<file path="src/rtl/seg7_scan_driver.sv">
// seg7_scan_driver
//   Time-multiplexed seven-segment driver. Scans NUM_DIGITS digits over a
//   shared segment bus. Each digit slot is SCAN_DIV cycles long: one blank
//   anti-ghost cycle, then the digit is enabled. Inputs are shadowed once per
//   frame so a frame never mixes old and new values. Per-digit flash masking
//   and PWM brightness gating are applied to the segments only; the digit
//   enable stays asserted.
//
// Ports
//   clk         system clock, rising edge
//   rst         asynchronous active-high reset
//   on          1 = show digits, 0 = show mode glyph on digit 0
//   mode        mode glyph select
//   digits      nibble i at [4i+3:4i], digit 0 rightmost
//   flash_mask  bit i blinks digit i
//   bright      PWM duty, 0 = dark, all-ones = always lit
//   seg         {a,b,c,d,e,f,g}, active-high, registered
//   an          one-hot digit enable, active-high, registered
//   frame_tick  one-cycle pulse on the first blank cycle of each frame
module seg7_scan_driver #(
  parameter int unsigned NUM_DIGITS   = 4,
  parameter int unsigned SCAN_DIV     = 2000,
  parameter int unsigned BLINK_FRAMES = 50,
  parameter int unsigned PWM_BITS     = 3
) (
  input  logic                    clk,
  input  logic                    rst,
  input  logic                    on,
  input  logic [2:0]              mode,
  input  logic [4*NUM_DIGITS-1:0] digits,
  input  logic [NUM_DIGITS-1:0]   flash_mask,
  input  logic [PWM_BITS-1:0]     bright,
  output logic [6:0]              seg,
  output logic [NUM_DIGITS-1:0]   an,
  output logic                    frame_tick
);

  localparam int unsigned PRE_W  = (SCAN_DIV > 1) ? $clog2(SCAN_DIV) : 1;
  localparam int unsigned IDX_W  = (NUM_DIGITS > 1) ? $clog2(NUM_DIGITS) : 1;
  localparam int unsigned FCNT_W = (BLINK_FRAMES > 1) ? $clog2(BLINK_FRAMES) : 1;

  localparam logic [PRE_W-1:0]  PRE_LAST  = PRE_W'(SCAN_DIV - 1);
  localparam logic [IDX_W-1:0]  IDX_LAST  = IDX_W'(NUM_DIGITS - 1);
  localparam logic [FCNT_W-1:0] FCNT_LAST = FCNT_W'(BLINK_FRAMES - 1);

  function automatic logic [6:0] digit_glyph(input logic [3:0] v);
    logic [6:0] g;
    case (v)
      4'd0:    g = 7'b1111110;
      4'd1:    g = 7'b0110000;
      4'd2:    g = 7'b1101101;
      4'd3:    g = 7'b1111001;
      4'd4:    g = 7'b0110011;
      4'd5:    g = 7'b1011011;
      4'd6:    g = 7'b1011111;
      4'd7:    g = 7'b1110000;
      4'd8:    g = 7'b1111111;
      4'd9:    g = 7'b1111011;
      4'd10:   g = 7'b1110111;
      4'd11:   g = 7'b1100111;
      4'd12:   g = 7'b0000001;
      default: g = 7'b0000000;
    endcase
    return g;
  endfunction

  function automatic logic [6:0] mode_glyph(input logic [2:0] m);
    logic [6:0] g;
    case (m)
      3'd0:    g = 7'b0001110;
      3'd1:    g = 7'b1111110;
      3'd2:    g = 7'b1001110;
      3'd3:    g = 7'b0101111;
      3'd4:    g = 7'b1001111;
      3'd5:    g = 7'b0111101;
      default: g = 7'b0000000;
    endcase
    return g;
  endfunction

  logic [PRE_W-1:0]        pre_q, pre_d;
  logic [IDX_W-1:0]        idx_q, idx_d;
  logic [FCNT_W-1:0]       fcnt_q, fcnt_d;
  logic                    blink_q, blink_d;
  logic [PWM_BITS-1:0]     pwm_q, pwm_d;
  logic                    on_sh_q, on_sh_d;
  logic [2:0]              mode_sh_q, mode_sh_d;
  logic [4*NUM_DIGITS-1:0] digits_sh_q, digits_sh_d;
  logic [NUM_DIGITS-1:0]   flash_sh_q, flash_sh_d;
  logic [6:0]              seg_q, seg_d;
  logic [NUM_DIGITS-1:0]   an_q, an_d;
  logic                    frame_tick_q, frame_tick_d;

  logic                    eof;
  logic [3:0]              nib;
  logic                    flash_bit;
  logic [NUM_DIGITS-1:0]   an_sel;
  logic [6:0]              glyph;
  logic                    lit;

  // Scan counters, blink phase, PWM and frame-synchronous input shadows.
  always_comb begin
    pre_d       = pre_q + 1'b1;
    idx_d       = idx_q;
    fcnt_d      = fcnt_q;
    blink_d     = blink_q;
    pwm_d       = pwm_q + 1'b1;
    on_sh_d     = on_sh_q;
    mode_sh_d   = mode_sh_q;
    digits_sh_d = digits_sh_q;
    flash_sh_d  = flash_sh_q;

    eof = (pre_q == PRE_LAST) && (idx_q == IDX_LAST);

    if (pre_q == PRE_LAST) begin
      pre_d = '0;
      idx_d = (idx_q == IDX_LAST) ? '0 : idx_q + 1'b1;
    end

    if (eof) begin
      on_sh_d     = on;
      mode_sh_d   = mode;
      digits_sh_d = digits;
      flash_sh_d  = flash_mask;
      if (fcnt_q == FCNT_LAST) begin
        fcnt_d  = '0;
        blink_d = ~blink_q;
      end else begin
        fcnt_d = fcnt_q + 1'b1;
      end
    end
  end

  // Output decode from the current slot; registered so an lags idx by one.
  always_comb begin
    nib       = '0;
    flash_bit = 1'b0;
    an_sel    = '0;
    for (int unsigned i = 0; i < NUM_DIGITS; i++) begin
      if (idx_q == IDX_W'(i)) begin
        nib       = digits_sh_q[4*i +: 4];
        flash_bit = flash_sh_q[i];
        an_sel[i] = 1'b1;
      end
    end

    if (on_sh_q)
      glyph = digit_glyph(nib);
    else if (idx_q == '0)
      glyph = mode_glyph(mode_sh_q);
    else
      glyph = '0;

    lit = (bright == '1) || (pwm_q < bright);

    seg_d        = '0;
    an_d         = '0;
    frame_tick_d = (pre_q == '0) && (idx_q == '0);
    if (pre_q != '0) begin
      an_d  = an_sel;
      seg_d = ((blink_q && flash_bit) || !lit) ? '0 : glyph;
    end
  end

  always_ff @(posedge clk or posedge rst) begin
    if (rst) begin
      pre_q        <= '0;
      idx_q        <= '0;
      fcnt_q       <= '0;
      blink_q      <= 1'b0;
      pwm_q        <= '0;
      on_sh_q      <= 1'b0;
      mode_sh_q    <= '0;
      digits_sh_q  <= '0;
      flash_sh_q   <= '0;
      seg_q        <= '0;
      an_q         <= '0;
      frame_tick_q <= 1'b0;
    end else begin
      pre_q        <= pre_d;
      idx_q        <= idx_d;
      fcnt_q       <= fcnt_d;
      blink_q      <= blink_d;
      pwm_q        <= pwm_d;
      on_sh_q      <= on_sh_d;
      mode_sh_q    <= mode_sh_d;
      digits_sh_q  <= digits_sh_d;
      flash_sh_q   <= flash_sh_d;
      seg_q        <= seg_d;
      an_q         <= an_d;
      frame_tick_q <= frame_tick_d;
    end
  end

  assign seg        = seg_q;
  assign an         = an_q;
  assign frame_tick = frame_tick_q;

endmodule

</file>
<file path="config.mk">
export PLATFORM = sky130hd
export DESIGN_NAME = seg7_scan_driver
export DESIGN_NICKNAME = d
export VERILOG_FILES = /design/src/rtl/seg7_scan_driver.sv
export SDC_FILE = /design/constraint.sdc
export NUM_CORES = 1
export LEC_CHECK = 0
export BUFFER_PORTS_ARGS = -buffer_cell sky130_fd_sc_hd__clkbuf_2
export CORE_ASPECT_RATIO = 1.25
export CORE_MARGIN = 2
export CORE_UTILIZATION = 60
export CTS_BUF_LIST = sky130_fd_sc_hd__clkbuf_4 sky130_fd_sc_hd__clkbuf_8
export DETAILED_ROUTE_END_ITERATION = 6
export PLACE_DENSITY = 0.84
export SETUP_SLACK_MARGIN = 0.05
export SYNTH_ARGS = -nofsm -noshare
export SYNTH_HDL_FRONTEND = slang
export SYNTH_SLANG_ARGS = --single-unit
</file>
<file path="constraint.sdc">
create_clock -name clk -period 3.25 [get_ports clk]
set_input_delay 0.4875 -clock clk [delete_from_list [all_inputs] [get_ports clk]]
set_output_delay 0.4875 -clock clk [all_outputs]
set_load 0.005 [all_outputs]
</file>
# Yosys cells after proc, flatten, opt, wreduce, memory -nomap -nowiden
# Memories as Yosys holds them, arrays and structs flattened.
# Index checks and enable logic that the tools add are counted.
dict set report totals {
  regBits 59
  mem_bits_ro 112
  in_bits 29
  word_cells 62
  n_memories 1
}
# name words width read_ports rd_clocked_by_memory_dff write_ports line_no
set mem_list {}
lappend mem_list {{(no name shown)} 16 7 1 0 0 48} ;# case (v)
dict set report classes {
  n_addsub 4
  order_cmp 1
  n_eq_ne 11
  muxes 21
  bitwise_logic 1
  n_reduce_logical 11
}
# op n
set ops {}
lappend ops {{$pmux 7 s6} 1}
lappend ops {{$mux 7} 4}
lappend ops {{$mux 4} 5}
lappend ops {{$add 11x1->11 const B} 1}
lappend ops {{$eq 11x11->1 const B} 1}
lappend ops {{$logic_not 11->1} 1}
lappend ops {{$mux 11} 1}
lappend ops {{$reduce_bool 11->1} 1}
lappend ops {{$eq 3x3->1 const B} 3}
lappend ops {{$mux 1} 8}
lappend ops {{$add 6x1->6 const B} 1}
lappend ops {{$eq 3x2->1 const B} 2}
lappend ops {{$eq 6x6->1 const B} 1}
lappend ops {{$mux 6} 1}
lappend ops {{$eq 2x2->1 const B} 2}
lappend ops {{$add 3x1->3 const B} 1}
lappend ops {{$eq 3x1->1 const B} 1}
lappend ops {{$logic_and 1x1->1} 3}
lappend ops {{$logic_not 3->1} 1}
lappend ops {{$lt 3x3->1} 1}
lappend ops {{$add 2x1->2 const B} 1}
lappend ops {{$eq 2x1->1 const B} 1}
lappend ops {{$logic_not 2->1} 1}
lappend ops {{$logic_or 1x1->1} 2}
lappend ops {{4 further kinds} 4}

# Depth between registers and ports, before layout
dict set report logic_depth {
  word_depth 9
  ltp_mapped 11
  mapped_depth_nobuf 10
}

# Worst setup path before layout
# No wires, ideal clock.
dict set report synth_path {
  path_kind {reg-to-reg}
  startpoint {register idx_q[0]}
  endpoint {register seg_q[2], in the netlist seg[2]}
  t_arrival_ns 2.048
  setup_slack_ns 1.119
  stages_incl_launch_ff 10
  path_buffers 1
  synth_period_minus_slack_ns 2.131
  path_cell_list {dfrtp_1 > ha_1 > buf_4 > nand2b_1 > o221ai_1 > inv_1 > ha_1 > nor3b_1 > a211o_1 > a31oi_1}
}
dict set report synth_via {
  elab_chain_len 9
  word_cells_on_any_way 19
}
# item line_no
set synth_lines {}
lappend synth_lines {{from (decl)} 82} ;# logic [IDX_W-1:0] idx_q, idx_d;
lappend synth_lines {{from (signal assigned)} 181} ;# idx_q <= idx_d;
lappend synth_lines {{$logic_not 2->1} {140, 149}}
lappend synth_lines {{$mux 4 / $mux 1 (equally long branches) (4 in series)} 140} ;# if (idx_q == IDX_W'(i)) begin
lappend synth_lines {{$mem_v2 16x7 / $logic_and 1x1->1 (equally long branches)} n/a}
lappend synth_lines {{$mux 7 / $logic_or 1x1->1 (equally long branches)} {147, 161}}
lappend synth_lines {{$mux 7 *} 161} ;# seg_d = ((blink_q && flash_bit) || !lit) ? '0 : glyph;
lappend synth_lines {{$mux 7 *} 159} ;# if (pre_q != '0) begin
lappend synth_lines {{via seg_d[2]} 90} ;# logic [6:0] seg_q, seg_d;
lappend synth_lines {{to (signal assigned)} 189} ;# seg_q <= seg_d;
lappend synth_lines {{to (decl)} 90}
# Mark *: on every way through the listed nets, which the timed path passes. The rest lies on a longest branch.
# A chain may end at the register's enable or synchronous reset.

# Final worst setup path
dict set report layout_path {
  startpoint {register idx_q[0]}
  endpoint {register seg_q[3], in the netlist seg[3]}
}
# The elaborated chain is that of the path after synthesis.

==> results.sh <==
export IMPL_startpoint_type="flop"
export IMPL_cp_cell_sequence="inv_1, ha_1, nand2b_1, o221ai_1, inv_1, ha_1, o31a_1, a21oi_1"
export IMPL_insertion_delay_ns=0.35
export IMPL_path_class="reg -> reg"
export IMPL_synthArstFlopShare=1.000
export IMPL_ys_types=47
export IMPL_ant_nets=0
export IMPL_die_w_um=66.50
export IMPL_rsz0062_at_grt="no"
export IMPL_layout_min_cycle_time_ns=2.437
export IMPL_drv_slew=0
export IMPL_io_buffers=40
export IMPL_worstRegToRegCells=8
export IMPL_post_route_period_util=0.7500
export IMPL_max_cap_viol_count=0
export IMPL_p_leak_nw=1.687
export IMPL_num_antenna_cells=0
export IMPL_cts_root_buf="clkbuf_8"
export IMPL_post_cts_resized=0
export IMPL_status="complete, no violations"
export IMPL_numCtsBuffers=9
export IMPL_synth_flop_cell="dfrtp_1"
export IMPL_crit_fanout=7
export IMPL_core_area_sq_mm=0.004730
export IMPL_cp_arrival_ns=2.71
export IMPL_dieArea_sq_mm=0.005460
export IMPL_rows=28
export IMPL_grt_pass1_wl_um=9735
export IMPL_finalNetCount=397
export IMPL_synth_area_sq_mm=0.002929
export IMPL_end_kind="flop"
export IMPL_fmax_ghz=0.4103
export IMPL_dp_slack_ns=0.8706
export IMPL_hpwl_um=4398
export IMPL_grt_max_degree=28
export IMPL_clock_path_buffers=2
export IMPL_worst_path_max_delay_cell="o221ai_1"
export IMPL_synth_avg_cell_area_sq_um=9.449
export IMPL_finalHoldViolCount=0
export IMPL_gr_total_overflow=0
export IMPL_globalplace_congestion=0.8867
export IMPL_drc=0
export IMPL_drtIter0Drc=172
export IMPL_clk_pin_slew_ns=0.07
export IMPL_yosysSeqAreaShare=0.5041
export IMPL_drt_wirelength_per_cell_um=14.25
export IMPL_drt_total_wl_um=5942
export IMPL_grt_usage=0.2421
export IMPL_start_util=0.6193
export IMPL_vias=2311
export IMPL_setup_slack_ns=0.8126
export IMPL_antenna_found_initial=0
export IMPL_syn_nets=355
export IMPL_fp_dieH_um=82.12
export IMPL_cts_tree="built"
export IMPL_grt_pass1_vias=2136
export IMPL_yosys_warnings=0
export IMPL_slew_headroom=0.5924
export IMPL_cts_post_setup_buffers_inserted=0
export IMPL_worstHoldPathType="in -> async"
export IMPL_viasPerCell=5.542
export IMPL_cts_hold_buf=0
export IMPL_clock_sinks=59
export IMPL_synth_seq_cells=59
export IMPL_setup_tns_ns=0
export IMPL_clock_skew_final_ns=0.009780
export IMPL_setup_violations=0
export IMPL_htreeDepth=3
export IMPL_layout_commonest_cell="nand2_1"
export IMPL_syn_to_final_growth_pct=15.29
export IMPL_synth_edf_count=0
export IMPL_first_pass_iters=5
export IMPL_worstMarginPinSlew_ns=0.6028
export IMPL_slowest_delay_ns=0.45
export IMPL_layout_common_cells="nand2_1, dfrtp_1, clkbuf_2, nor2_1, ha_1"
export IMPL_p_per_area_mw_per_mm2=447.8
export IMPL_syn_inst=310
export IMPL_ioPinCount=41
export IMPL_drive_above_1_share=0.1821
export IMPL_cp_required_ns=3.52
export IMPL_worst_ir_drop_vdd_v=0.0005464
## stage by stage
stage	utilization	hold WS [ns]	power, mW	cell area [sq um]	instances
floorplan	-	0.4114	0.7634	2929	310
finish	0.7140	0.1782	1.512	3377	417
global route	0.7140	0.2181	1.563	3377	417
detailed placement	0.6683	0.4413	0.7877	3161	401
global placement	0.6683	0.4268	0.7871	3161	401
CTS	0.7140	0.1931	1.517	3377	417
## synthesized netlist by cell type, drive strengths merged (3+ instances only)
cell,number,area (sq um)
a21oi,6,30.03
a31oi,9,56.30
and2,6,37.54
and3,3,18.77
and4,3,26.28
buf,11,66.31
dfrtp,59,1476
ha,16,200.2
inv,15,56.30
nand2,85,319.1
nand3,10,50.05
nor2,16,60.06
o211a,3,30.03
o211ai,5,37.54
o21ai,13,65.06
o31ai,3,22.52
xnor2,6,52.55
xor2,5,43.79
## worst paths after layout
kind                                 start               to  slack (ns)
worst max-delay path              idx_q[0]           seg[3]        0.81
worst min-delay path                   rst         pre_q[2]        0.18
worst max register to register    idx_q[0]           seg[3]        0.81
worst min register to register    pwm_q[0]         pwm_q[0]        0.45
max in group asynchronous              rst        fcnt_q[4]        2.43
min in group clk                digits[12]  digits_sh_q[12]        0.33
## area by class of cell
| cell class | count | area [sq um] |
|---|---|---|
| Fill cell | 367 | 1353 |
| Tap cell | 60 | 75.07 |
| Inverter | 15 | 56.30 |
| Sequential cell | 59 | 1476 |
| Multi-Input combinational cell | 223 | 1323 |
| Clock buffer | 11 | 138.9 |
| Clock inverter | 5 | 77.57 |
| Timing Repair Buffer | 44 | 230.2 |
## critical path: cells and delay by family (launching register included)
kind	cells	cell delay [ns]
simple gates	1	0.15
fa+ha+maj	2	0.65
compound gates	3	0.91
flops	1	0.40
buf+inv	2	0.26
## registers in the layout (all words and copies together) (netlist names)
register / count
idx_q: 2
pwm_q: 3
mode_sh_q: 3
frame_tick: 1
on_sh_q: 1
pre_q: 11
seg: 7
digits_sh_q: 16
flash_sh_q: 4
blink_q: 1
fcnt_q: 6
an: 4
## where the power goes
group	internal (mW)	switching, mW	total (mW)
Clock	0.446	0.293	0.739
Sequential	0.734	0	0.734
Combinational	0.0159	0.0229	0.0388
## routing by layer
metal | GRT usage | up-vias | wire length [um]
li1 | - | 1135 | -
met3 | 0.06911 | 9 | 290
met2 | 0.3860 | 57 | 2911
met5 | 0 | - | 0
met1 | 0.3121 | 1110 | 2658
met4 | 0.09796 | 0 | 82
## logic make-up after synthesis
| kind of cell | count (synthesis) | synth area share |
|---|---|---|
| fa+ha+maj | 16 | 0.06835 |
| xor+xnor | 11 | 0.03289 |
| simple gates | 143 | 0.2230 |
| flops | 59 | 0.5041 |
| compound gates | 53 | 0.1273 |
| buf+inv | 28 | 0.04442 |
No activity file was read; power rests on OpenSTA's default activity.
